**src/rtl/wb_timer_pkg.sv**
```systemverilog
`timescale 1ns/1ps
`default_nettype none
// ----------------------------------------------------------------------------
// wb_timer_pkg: register indices, CTRL bit positions and bus FSM state type
// Revision 1.0
// ----------------------------------------------------------------------------
package wb_timer_pkg;

  localparam logic [2:0] R_CTRL = 3'd0;
  localparam logic [2:0] R_PRE  = 3'd1;
  localparam logic [2:0] R_CMP  = 3'd2;
  localparam logic [2:0] R_CNT  = 3'd3;
  localparam logic [2:0] R_STAT = 3'd4;
  localparam logic [2:0] R_ID   = 3'd5;

  localparam int EN   = 0;
  localparam int AUTO = 1;
  localparam int IE   = 2;

  localparam logic [31:0] ID_DEFAULT = 32'h544D_5231;

  typedef enum logic [0:0] {
    ST_IDLE = 1'b0,
    ST_ACK  = 1'b1
  } bus_state_e;

  function automatic logic [31:0] zext16(input logic [15:0] v);
    return {16'd0, v};
  endfunction

endpackage
`default_nettype wire

```
**src/rtl/wb_timer_if.sv**
```systemverilog
`timescale 1ns/1ps
`default_nettype none
// ----------------------------------------------------------------------------
// wb_timer_if: Wishbone classic single-word bus between master and wb_timer
// Revision 1.0
// ----------------------------------------------------------------------------
interface wb_timer_if;

  logic [14:0] adr_i;
  logic [31:0] dat_i;
  logic [31:0] dat_o;
  logic        we_i;
  logic        stb_i;
  logic        ack_o;

  modport master (
    output adr_i,
    output dat_i,
    output we_i,
    output stb_i,
    input  dat_o,
    input  ack_o
  );

  modport slave (
    input  adr_i,
    input  dat_i,
    input  we_i,
    input  stb_i,
    output dat_o,
    output ack_o
  );

endinterface
`default_nettype wire

```
**src/rtl/wb_prescaler.sv**
```systemverilog
`timescale 1ns/1ps
`default_nettype none
// ----------------------------------------------------------------------------
// wb_prescaler: 16-bit down-counter, pulses tick on the cycle it reads zero
// Revision 1.0
// ----------------------------------------------------------------------------
module wb_prescaler (
  input  wire        clk,
  input  wire        p_reset_n,
  input  wire        en,
  input  wire        load,
  input  wire [15:0] load_val,
  input  wire [15:0] reload_val,
  output logic       tick
);

  logic [15:0] pcnt_q;
  logic [15:0] pcnt_d;

  // A bus load overrides both the expiry reload and the normal decrement.
  always_comb begin
    tick   = en & (pcnt_q == 16'd0);
    pcnt_d = pcnt_q;
    if (load) begin
      pcnt_d = load_val;
    end else if (tick) begin
      pcnt_d = reload_val;
    end else if (en) begin
      pcnt_d = pcnt_q - 16'd1;
    end
  end

  always_ff @(posedge clk or negedge p_reset_n) begin
    if (!p_reset_n) begin
      pcnt_q <= 16'd0;
    end else begin
      pcnt_q <= pcnt_d;
    end
  end

endmodule
`default_nettype wire

```
**src/rtl/wb_timer.sv**
```systemverilog
`timescale 1ns/1ps
`default_nettype none
// ----------------------------------------------------------------------------
// wb_timer: Wishbone classic responder for a 32-bit prescaled timer/compare
// Revision 1.0
// ----------------------------------------------------------------------------
module wb_timer
  import wb_timer_pkg::*;
#(
  parameter logic [11:0] BASE = 12'd0,
  parameter logic [31:0] ID   = ID_DEFAULT
) (
  input  wire        clk,
  input  wire        p_reset_n,
  wb_timer_if.slave  bus,
  output logic       irq,
  output logic       tick
);

  bus_state_e  state_q;
  logic        ack_q;
  logic [31:0] dat_o_q;

  logic [2:0]  ctrl_q,  ctrl_d;
  logic [15:0] pre_q,   pre_d;
  logic [31:0] cmp_q,   cmp_d;
  logic [31:0] count_q, count_d;
  logic        match_q, match_d;
  logic        irq_q,   irq_d;

  logic [2:0]  idx;
  logic        sel;
  logic        accept;
  logic        wr;
  logic        rd;
  logic        wr_ctrl;
  logic        wr_pre;
  logic        wr_cmp;
  logic        wr_cnt;
  logic        wr_stat;
  logic [31:0] rdata;
  logic [31:0] count_inc;
  logic        hit;

  always_comb begin
    idx     = bus.adr_i[2:0];
    sel     = (bus.adr_i[14:3] == BASE);
    accept  = bus.stb_i & ~ack_q & sel;
    wr      = accept & bus.we_i;
    rd      = accept & ~bus.we_i;
    wr_ctrl = wr & (idx == R_CTRL);
    wr_pre  = wr & (idx == R_PRE);
    wr_cmp  = wr & (idx == R_CMP);
    wr_cnt  = wr & (idx == R_CNT);
    wr_stat = wr & (idx == R_STAT);
  end

  always_comb begin
    rdata = 32'd0;
    case (idx)
      R_CTRL:  rdata = {29'd0, ctrl_q};
      R_PRE:   rdata = zext16(pre_q);
      R_CMP:   rdata = cmp_q;
      R_CNT:   rdata = count_q;
      R_STAT:  rdata = {31'd0, match_q};
      R_ID:    rdata = ID;
      default: rdata = 32'd0;
    endcase
  end

  wb_prescaler u_prescaler (
    .clk        (clk),
    .p_reset_n  (p_reset_n),
    .en         (ctrl_q[EN]),
    .load       (wr_pre),
    .load_val   (bus.dat_i[15:0]),
    .reload_val (pre_q),
    .tick       (tick)
  );

  // A COUNT write suppresses both the increment and the compare; a new match
  // outranks a simultaneous STATUS clear.
  always_comb begin
    ctrl_d    = wr_ctrl ? bus.dat_i[2:0]  : ctrl_q;
    pre_d     = wr_pre  ? bus.dat_i[15:0] : pre_q;
    cmp_d     = wr_cmp  ? bus.dat_i       : cmp_q;
    count_inc = count_q + 32'd1;
    hit       = tick & ~wr_cnt & (count_inc == cmp_q);
    count_d   = count_q;
    if (wr_cnt) begin
      count_d = bus.dat_i;
    end else if (tick) begin
      count_d = (hit & ctrl_q[AUTO]) ? 32'd0 : count_inc;
    end
    match_d = hit | (match_q & ~(wr_stat & bus.dat_i[0]));
    irq_d   = match_q & ctrl_q[IE];
  end

  always_ff @(posedge clk or negedge p_reset_n) begin
    if (!p_reset_n) begin
      ctrl_q  <= 3'd0;
      pre_q   <= 16'd0;
      cmp_q   <= 32'd0;
      count_q <= 32'd0;
      match_q <= 1'b0;
      irq_q   <= 1'b0;
    end else begin
      ctrl_q  <= ctrl_d;
      pre_q   <= pre_d;
      cmp_q   <= cmp_d;
      count_q <= count_d;
      match_q <= match_d;
      irq_q   <= irq_d;
    end
  end

  // Read data is captured at the accept edge so it reflects pre-write state.
  always_ff @(posedge clk or negedge p_reset_n) begin
    if (!p_reset_n) begin
      state_q <= ST_IDLE;
      ack_q   <= 1'b0;
      dat_o_q <= 32'd0;
    end else begin
      case (state_q)
        ST_IDLE: begin
          if (accept) begin
            state_q <= ST_ACK;
            ack_q   <= 1'b1;
            if (rd) begin
              dat_o_q <= rdata;
            end
          end
        end
        ST_ACK: begin
          state_q <= ST_IDLE;
          ack_q   <= 1'b0;
        end
        default: begin
          state_q <= ST_IDLE;
          ack_q   <= 1'b0;
        end
      endcase
    end
  end

  assign bus.ack_o = ack_q;
  assign bus.dat_o = dat_o_q;
  assign irq       = irq_q;

endmodule
`default_nettype wire

```
**src/flat_wrapper.sv**
```systemverilog
// flat-port wrapper written by rule: the top's interface ports become plain ports
module wb_timer_flat import wb_timer_pkg::*;
#(
  parameter logic [11:0] BASE = 12'd0,
  parameter logic [31:0] ID   = ID_DEFAULT
)
  (clk, p_reset_n, irq, tick, bus_adr_i, bus_dat_i, bus_we_i, bus_stb_i, bus_dat_o, bus_ack_o);
  wb_timer_if bus_i ();
  input  wire clk;
  input  wire p_reset_n;
  output logic irq;
  output logic tick;
  input wire logic [$bits(bus_i.adr_i)-1:0] bus_adr_i;
  input wire logic [$bits(bus_i.dat_i)-1:0] bus_dat_i;
  input wire logic [$bits(bus_i.we_i)-1:0] bus_we_i;
  input wire logic [$bits(bus_i.stb_i)-1:0] bus_stb_i;
  output wire logic [$bits(bus_i.dat_o)-1:0] bus_dat_o;
  output wire logic [$bits(bus_i.ack_o)-1:0] bus_ack_o;
  assign bus_i.adr_i = bus_adr_i;
  assign bus_i.dat_i = bus_dat_i;
  assign bus_i.we_i = bus_we_i;
  assign bus_i.stb_i = bus_stb_i;
  assign bus_dat_o = bus_i.dat_o;
  assign bus_ack_o = bus_i.ack_o;
  wb_timer #(.BASE(BASE), .ID(ID)) u_core (.clk(clk), .p_reset_n(p_reset_n), .bus(bus_i), .irq(irq), .tick(tick));
endmodule
```
**config.mk**
```make
export PLATFORM = sky130hd
export DESIGN_NAME = wb_timer_flat
export DESIGN_NICKNAME = d
export VERILOG_FILES = /design/src/rtl/wb_timer_pkg.sv /design/src/rtl/wb_timer_if.sv /design/src/rtl/wb_prescaler.sv /design/src/rtl/wb_timer.sv /design/src/flat_wrapper.sv
export SDC_FILE = /design/constraint.sdc
export NUM_CORES = 1
export LEC_CHECK = 0
export BUFFER_PORTS_ARGS = -buffer_cell sky130_fd_sc_hd__buf_2
export CORE_AREA = 2 2 156 158
export CTS_BUF_LIST = sky130_fd_sc_hd__clkbuf_8
export DETAILED_ROUTE_END_ITERATION = 8
export DIE_AREA = 0 0 158 160
export PLACE_DENSITY = 0.55
export SLEW_MARGIN = 25
export SYNTH_ARGS = -nofsm -noshare
export SYNTH_HDL_FRONTEND = slang
export SYNTH_SLANG_ARGS = --single-unit
```
**constraint.sdc**
```tcl
create_clock -name clk -period 4 [get_ports clk]
set_input_delay 0.8 -clock clk [delete_from_list [all_inputs] [get_ports clk]]
set_output_delay 0.8 -clock clk [all_outputs]
set_load 0.01 [all_outputs]
```
==> impl_results.md, run 1 <==
* Main combinational cell family by area after synthesis: simple AND/OR/NAND/NOR gates
* Area share of fa/ha/maj cells after synthesis at 0.306%
* H-tree depth at 4
* CP Launch Type: flip-flop
* Layout overhead on the synthesized area at 14.4%
* Post-synthesis mux area share at 10.9%
* Detail Route Antenna Nets at 0
* Number of core rows at 57
* Synth unique cells at 67
* Worst Path Max Fanout at 27
* Maximum vdd drop at 0.177 mV
* Post-route setup slack at ~0.25 ns
* Post-CTS Setup Bufs at 0
* Net Switching at ~680 uW
* #FFs+latches synth at about 140
* Final Routed Wirelength at around 25,000 um
* Io pins at 86
* Syn Area/Cell at 9.12 um2
* WHS at between 0.4 and 0.5 ns
* Minimum clock period at ~3.8 ns
* Crit path max-delay family: simple AND/OR/NAND/NOR gates
* CP Data Arrival Time at 2.95 ns
* Worst Hold Class: input port to asynchronous set/reset pin
* CP Capture Type: output pin
* Net Count, Synth at 950
* CP bufs+invs at 4
* Cells after synthesis at between 800 and 900
* R2R cell count at 11
* Die ar. at 25,300 um2
* Die Y at about 160 um
* Fmax at approximately 270 MHz
* Slew HR at 34.9%
* Post-synth top flop: dfrtp_1
* Worst R2R Setup Slack at a little under 0.3 ns
* CTS buffer count at 17
* Critical path class: flip-flop to output pin
* Initial antenna violation count at 0
* Outcome: finished, final reports clean
* Fillers at ~2.5k
* IO Port Bufs at 85
* DRC violations left at 0
* Power density over cell area at approximately 280 nW/um2
* Synth Area in Compound Gates at 16.9%
* Clock latency on the worst-skew pair at about 0.46 ns
* Fin Setup TNS at 0 ns
* Final setup violation count at 0
* Drt first pass iters at 5
* Clock slew at reported path FFs at ~0.09 ns
* Die X at between 150 and 200 um
* Root buf cell: clkbuf_8
* Simple-Gate Fraction of Synth Area at between 20% and 30%
* GRT Total Usage at roughly a fifth
* Max Root-Sink Buffers at 2
* Vias at 7,195
* Critical-path cell list: inv_1 > ha_1 > or4b_1 > or3_1 > or4_4 > buf_6 > inv_2 > buf_2
* Part of the Yosys area used for sequential elements at ~41%
* DR vias/cell at roughly 5.6
* Clk network pwr share at approximately 43%
* Final #Nets at between 1k and 1.5k
* Pre-CTS setup slack at about 0.24 ns
* Initial DRC count at 561
* R2r endpoint: u_core.count_q[7]
* DP HPWL at roughly 18,000 um
* Cell internal pwr at 1.97 mW
* Layout cell share with drive strength beyond 1 at a little under a quarter
* TritonCTS Sinks at around 140
* Most frequent cells in the layout: dfrtp_1 (135), nand2_1 (127), buf_2 (84)
* CTS tree: done
* Final Core Density at roughly two fifths
* Leakage power at 4.21 nW
* Sequential share of power at 51.4%
* Slowest cell on the critical path: or4_4
* Max Slew Vio Count at 0
* Max stage delay on crit path at 0.52 ns
* Power share of the combinational group at under 10%
* Post-synth ARST share at 100%
* Number of max-cap violations at 0
* Vias in the first global route at a little over 7k
* Endpoints failing hold at 0
* Largest net degree at the start of global routing at between 80 and 90
* EDFF count, synth at 0
* First-pass GRT wire length at slightly above 40,000 um
* DP Area at between 8000 and 9000 um2
* Post-route clock period utilization at a little over nine tenths
* RD Place Congestion at 0.863
* Hold buffer count at cts at 0
* Commonest non-fill, non-tap cell in the layout: dfrtp_1
* Xor and xnor area share after synthesis at approximately 4.6%
* Routed wire per std cell at about 20 um
* Final instance area at 9360 um2
* Worst Path Required at approximately 3.2 ns
* Initial Utilization at around a third
* # diodes at 0
* Sw Ratio at about a quarter
* Core box area at ~24,000 um2
* Remaining Overflow, GRT at 0
* Worst-margin pin slew at 0.976 ns
* RSZ-0062 raised after global routing: false
* Origin of the critical flop-to-flop path: u_core.count_q[0]
* Skew final at between 0.01 and 0.015 ns
* Synth Cell Area at a little over 8000 um2
* Synthesis Warnings at 0
routing by layer:
metal / routed length (um) / vias to the layer above / global-route usage [%]
met4: 684 / 0 / 7.82
li1: - / 3409 / -
met3: 1080 / 37 / 3.20
met2: 12300 / 209 / 33.4
met5: 0 / - / 0
met1: 11300 / 3540 / 28.4
worst register-to-register path, delay by kind of cell, from the launching register on:
kind                       cells  cell delay (ns)
buffers and inverters          1             0.29
DFF                            1             0.50
AOI/OAI and AO/OA              2             0.33
adders and majority gates      1             0.33
and+or+nand+nor                7             2.13
registers in the layout, indices dropped and copies added (netlist names):
name and cells:
u_core.count_q 32, u_core.pre_q 16, u_core.bus.ack_o 1, u_core.cmp_q 32, u_core.match_q 1, u_core.irq 1, u_core.bus.dat_o 32, u_core.state_q 1
u_core.ctrl_q 3, u_core.u_prescaler.pcnt_q 16
synth_stat cells (18+ instances only):
| cell | number | area share, % |
|---|---|---|
| a21oi_1 | 39 | 2.4 |
| a221o_1 | 18 | 2.2 |
| a22oi_1 | 20 | 1.8 |
| clkbuf_1 | 56 | 2.6 |
| dfrtp_1 | 135 | 41 |
| mux2_2 | 50 | 6.9 |
| mux2i_1 | 28 | 3.4 |
| nand2_1 | 127 | 5.8 |
| nand3_1 | 38 | 2.3 |
| nand4_1 | 22 | 1.7 |
| nor2_1 | 40 | 1.8 |
| nor3_1 | 25 | 1.5 |
| o21ai_0 | 49 | 3.0 |
| o31ai_1 | 24 | 2.2 |
| or3_1 | 21 | 1.6 |
| xnor2_1 | 30 | 3.2 |
power groups by stage:
stage	clock, mW	combinational, mW	sequential, mW
floorplan	0	0.0470	1.39
global placement	0	0.146	1.39
detailed placement	0	0.146	1.39
CTS	1.18	0.147	1.36
global route	1.24	0.157	1.36
finish	1.14	0.143	1.36
worst max-delay path by stage:
stage,from,endpoint,cells past startpoint
after floorplan,u_core.count_q[0],u_core.count_q[2],14
after global placement,u_core.count_q[0],u_core.count_q[15],11
after detailed placement,u_core.count_q[0],u_core.count_q[7],11
after CTS,u_core.u_prescaler.pcnt_q[0],tick,8
after global routing,u_core.count_q[0],u_core.count_q[7],11
final,u_core.u_prescaler.pcnt_q[0],tick,8
kinds of logic (layout without fill, tap and decap cells):
logic type | Yosys count | in the layout
multiplexers | 80 | 80
XOR/XNOR | 43 | 43
buffers and inverters | 89 | 161
AO/OA/AOI/OAI | 202 | 202
adder cells (fa/ha/maj) | 2 | 2
flip-flops | 135 | 135
AND/OR/NAND/NOR | 346 | 346
through the flow:
stage / instances / power [mW]
after floorplan: 897 / 1.44
after global placement: 1261 / 1.54
after detailed placement: 1261 / 1.54
after CTS: 1293 / 2.69
after global routing: 1293 / 2.77
final: 1293 / 2.65
repair_timing:
item	in CTS	in global routing
gates resized for setup	1	3
pin swaps	0	1
endpoints found under the setup margin	1	12
final cells by class:
cell class / count / area [um2] / area share (%)
clock buffers: 17 / 234 / 2.50
clock inverters: 15 / 153 / 1.63
multi-input cells: 673 / 4460 / 47.7
inverters: 13 / 48.8 / 0.521
repair buffers: 116 / 681 / 7.27
well taps: 324 / 405 / 4.33
flip-flops and latches: 135 / 3380 / 36.1
(Power assumes the default switching activity.)
==> run 2: changes to the inputs <==
--- a/config.mk
+++ b/config.mk
@@ -11,6 +11,7 @@
 export DETAILED_ROUTE_END_ITERATION = 8
 export DIE_AREA = 0 0 158 160
 export PLACE_DENSITY = 0.55
+export RECOVER_POWER = 100
 export SLEW_MARGIN = 25
 export SYNTH_ARGS = -nofsm -noshare
 export SYNTH_HDL_FRONTEND = slang
==> run 2 against run 1 <==
The flow now finishes with violations (max-capacitance violations, max-slew violations); total power about the same; sequential share of layout area increased by 0.33 points; final area decreased by 0.91%; worst hold slack improved by 0.064 ns; first-iteration DRC count decreased by 3.4%; critical path type unchanged; clock skew about the same; final cell count unchanged; non-clock buffer count unchanged.
==> impl_results.md, run 2 (same netlist as run 1, synthesis figures left out) <==
* Die ar. at 25,300 um2 (unchanged)
* Post-route clock period utilization at 94.1% (was 93.8%)
* Crit path max-delay family: simple AND/OR/NAND/NOR gates (unchanged)
* Die X at 158 um (unchanged)
* Hold buffer count at cts at 0 (unchanged)
* Commonest non-fill, non-tap cell in the layout: dfrtp_1 (unchanged)
* CP bufs+invs at 4 (unchanged)
* Critical-path cell list: inv_1 > ha_1 > or4b_1 > or3_1 > or4_4 > buf_6 > inv_2 > clkbuf_2 (was inv_1 > ha_1 > or4b_1 > or3_1 > or4_4 > buf_6 > inv_2 > buf_2)
* Root buf cell: clkbuf_8 (unchanged)
* Vias in the first global route at 7,043 (unchanged)
* First-pass GRT wire length at 40,800 um (unchanged)
* Layout cell share with drive strength beyond 1 at 18.5% (was 22.6%)
* Worst-margin pin slew at 2.26 ns (was 0.976 ns)
* Cell internal pwr at 1.96 mW (was 1.97 mW)
* CP Capture Type: output pin (unchanged)
* Initial antenna violation count at 0 (unchanged)
* Power density over cell area at 286 nW/um2 (was 283 nW/um2)
* Most frequent cells in the layout: dfrtp_1 (135), nand2_1 (127), mux2_2 (50) (was dfrtp_1 (135), nand2_1 (127), buf_2 (84))
* Number of max-cap violations at 2 (was 0)
* Clock slew at reported path FFs at 0.08 ns (was 0.09 ns)
* GRT Total Usage at 20.9% (unchanged)
* R2r endpoint: u_core.count_q[7] (unchanged)
* Final instance area at 9280 um2 (was 9360 um2)
* Origin of the critical flop-to-flop path: u_core.count_q[0] (unchanged)
* Fmax at 266 MHz (was 267 MHz)
* Clk network pwr share at 43.2% (about the same)
* Max Slew Vio Count at 147 (was 0)
* Minimum clock period at 3.76 ns (was 3.75 ns)
* Routed wire per std cell at 19.7 um (about the same)
* Final setup violation count at 0 (unchanged)
* Sequential share of power at 51.5% (was 51.4%)
* DR vias/cell at 5.57 (was 5.56)
* Final Routed Wirelength at 25,500 um (was 25,400 um)
* Detail Route Antenna Nets at 0 (unchanged)
* Power share of the combinational group at 5.3% (was 5.4%)
* Sw Ratio at 25.9% (was 25.8%)
* RSZ-0062 raised after global routing: false (unchanged)
* Final #Nets at 1,009 (unchanged)
* R2R cell count at 11 (unchanged)
* Number of core rows at 57 (unchanged)
* Endpoints failing hold at 0 (unchanged)
* Core box area at 23,800 um2 (unchanged)
* Worst Hold Class: flip-flop to flip-flop (was input port to asynchronous set/reset pin)
* TritonCTS Sinks at 135 (unchanged)
* Worst Path Required at 3.20 ns (about the same)
* Layout overhead on the synthesized area at 13.4% (was 14.4%)
* Failing checks: max-capacitance violations, max-slew violations
* Max stage delay on crit path at 0.52 ns (about the same)
* Worst setup path end: tick (unchanged)
* DP HPWL at 18,300 um (unchanged)
* Slowest cell on the critical path: or4_4 (unchanged)
* Max Root-Sink Buffers at 2 (unchanged)
* Critical path class: flip-flop to output pin (unchanged)
* Worst Setup SP: u_core.u_prescaler.pcnt_q[0] (unchanged)
* # diodes at 0 (unchanged)
* Drt first pass iters at 5 (unchanged)
* Initial DRC count at 542 (was 561)
* Worst R2R Setup Slack at 0.27 ns (was 0.29 ns)
* CTS buffer count at 17 (unchanged)
* DP Area at 8970 um2 (unchanged)
* CP Data Arrival Time at 2.96 ns (was 2.95 ns)
* H-tree depth at 4 (unchanged)
* Leakage power at 4.03 nW (was 4.21 nW)
* RD Place Congestion at 0.863 (unchanged)
* Io pins at 86 (unchanged)
* Largest net degree at the start of global routing at 89 (unchanged)
* Clock latency on the worst-skew pair at 0.46 ns (about the same)
* Initial Utilization at 34.3% (unchanged)
* Vias at 7,198 (was 7,195)
* Remaining Overflow, GRT at 0 (unchanged)
* Worst Path Max Fanout at 27 (unchanged)
* Critical path depth at 8 (unchanged)
* Slew HR at -50.8% (was 34.9%)
* DRC violations left at 0 (unchanged)
* Die Y at 160 um (unchanged)
* CP Launch Type: flip-flop (unchanged)
* Net Switching at 686 uW (was 685 uW)
* Outcome: complete, but fails checks (was finished, final reports clean)
* CTS tree: done (unchanged)
* IO Port Bufs at 85 (unchanged)
* Maximum vdd drop at 0.176 mV (was 0.177 mV)
* Skew final at 0.0126 ns (was 0.0123 ns)
* Fin Setup TNS at 0 ns (unchanged)
run 2: cell count changes in the layout (fill, tap and decap cells not counted):
cell | before | now
clkbuf_1 | 0 | 38
buf_2 | 84 | 49
buf_4 | 29 | 25
clkbuf_2 | 0 | 3
and2_0 | 0 | 1
and2_1 | 4 | 3
buf_12 | 1 | 0
buf_6 | 2 | 1
nor3_1 | 23 | 24
nor3_2 | 2 | 1
or3_1 | 20 | 21
or3_2 | 2 | 1
run 2: final cells by class:
| type | count | area (um2) |
|---|---|---|
| fillers | 2484 | 14500 |
| multi-input cells | 673 | 4460 |
| flip-flops and latches | 135 | 3380 |
| repair buffers | 116 | 602 |
| well taps | 324 | 405 |
| clock buffers | 17 | 234 |
| clock inverters | 15 | 153 |
| inverters | 13 | 48.8 |
run 2: what timing repair did:
item / 4_1_cts / 5_1_grt
resized for setup: 1 / 3
setup buffers: 0 / 0
setup endpoints to repair: 1 / 12
pin swaps: 0 / 1
gates cloned: 0 / 0
run 2: worst register-to-register path, cell delays in order (launching register included):
cell	delay (ns)
dfrtp_1	0.50
ha_2	0.33
nand4_2	0.21
or4_1	0.58
or2_1	0.31
nor4_2	0.21
or3_2	0.18
or4b_4	0.48
nor4_4	0.16
buf_4	0.30
a21oi_1	0.08
a221o_1	0.27
run 2: power groups by stage:
stage	Combinational, mW	Clock [mW]	Sequential [mW]
after detailed placement	0.146	0	1.39
after global placement	0.146	0	1.39
final	0.140	1.15	1.36
after floorplan	0.0470	0	1.39
after CTS	0.147	1.18	1.36
after global routing	0.154	1.24	1.36
run 2: worst min-delay path by stage:
stage,slack [ns],end,from,depth (start not counted)
3_3_place_gp,0.43,u_core.bus.ack_o,u_core.state_q,1
2_1_floorplan,0.42,u_core.bus.ack_o,u_core.state_q,1
5_1_grt,0.51,u_core.bus.dat_o[24],u_core.bus.dat_o[24],2
3_5_place_dp,0.46,u_core.bus.dat_o[24],u_core.bus.dat_o[24],2
6_report,0.47,u_core.bus.ack_o,u_core.state_q,1
4_1_cts,0.44,u_core.bus.dat_o[16],p_reset_n,1
run 2: per-stage QoR:
step	util, %	cells	setup WS (ns)	hold slack, ns	power, mW
2_1_floorplan	-	897	0.417	0.416	1.44
3_3_place_gp	37.6	1261	0.281	0.434	1.54
3_5_place_dp	37.6	1261	0.237	0.461	1.54
4_1_cts	39.3	1293	0.0750	0.439	2.69
5_1_grt	38.9	1293	0.0353	0.512	2.76
6_report	38.9	1293	0.238	0.470	2.65
run 2: metal layers:
layer / up-vias / track usage, % / routed length, um
li1: 3413 / - / -
met1: 3553 / 28.4 / 11600
met2: 190 / 33.4 / 12200
met3: 42 / 3.20 / 993
met4: 0 / 7.82 / 704
met5: - / 0 / 0
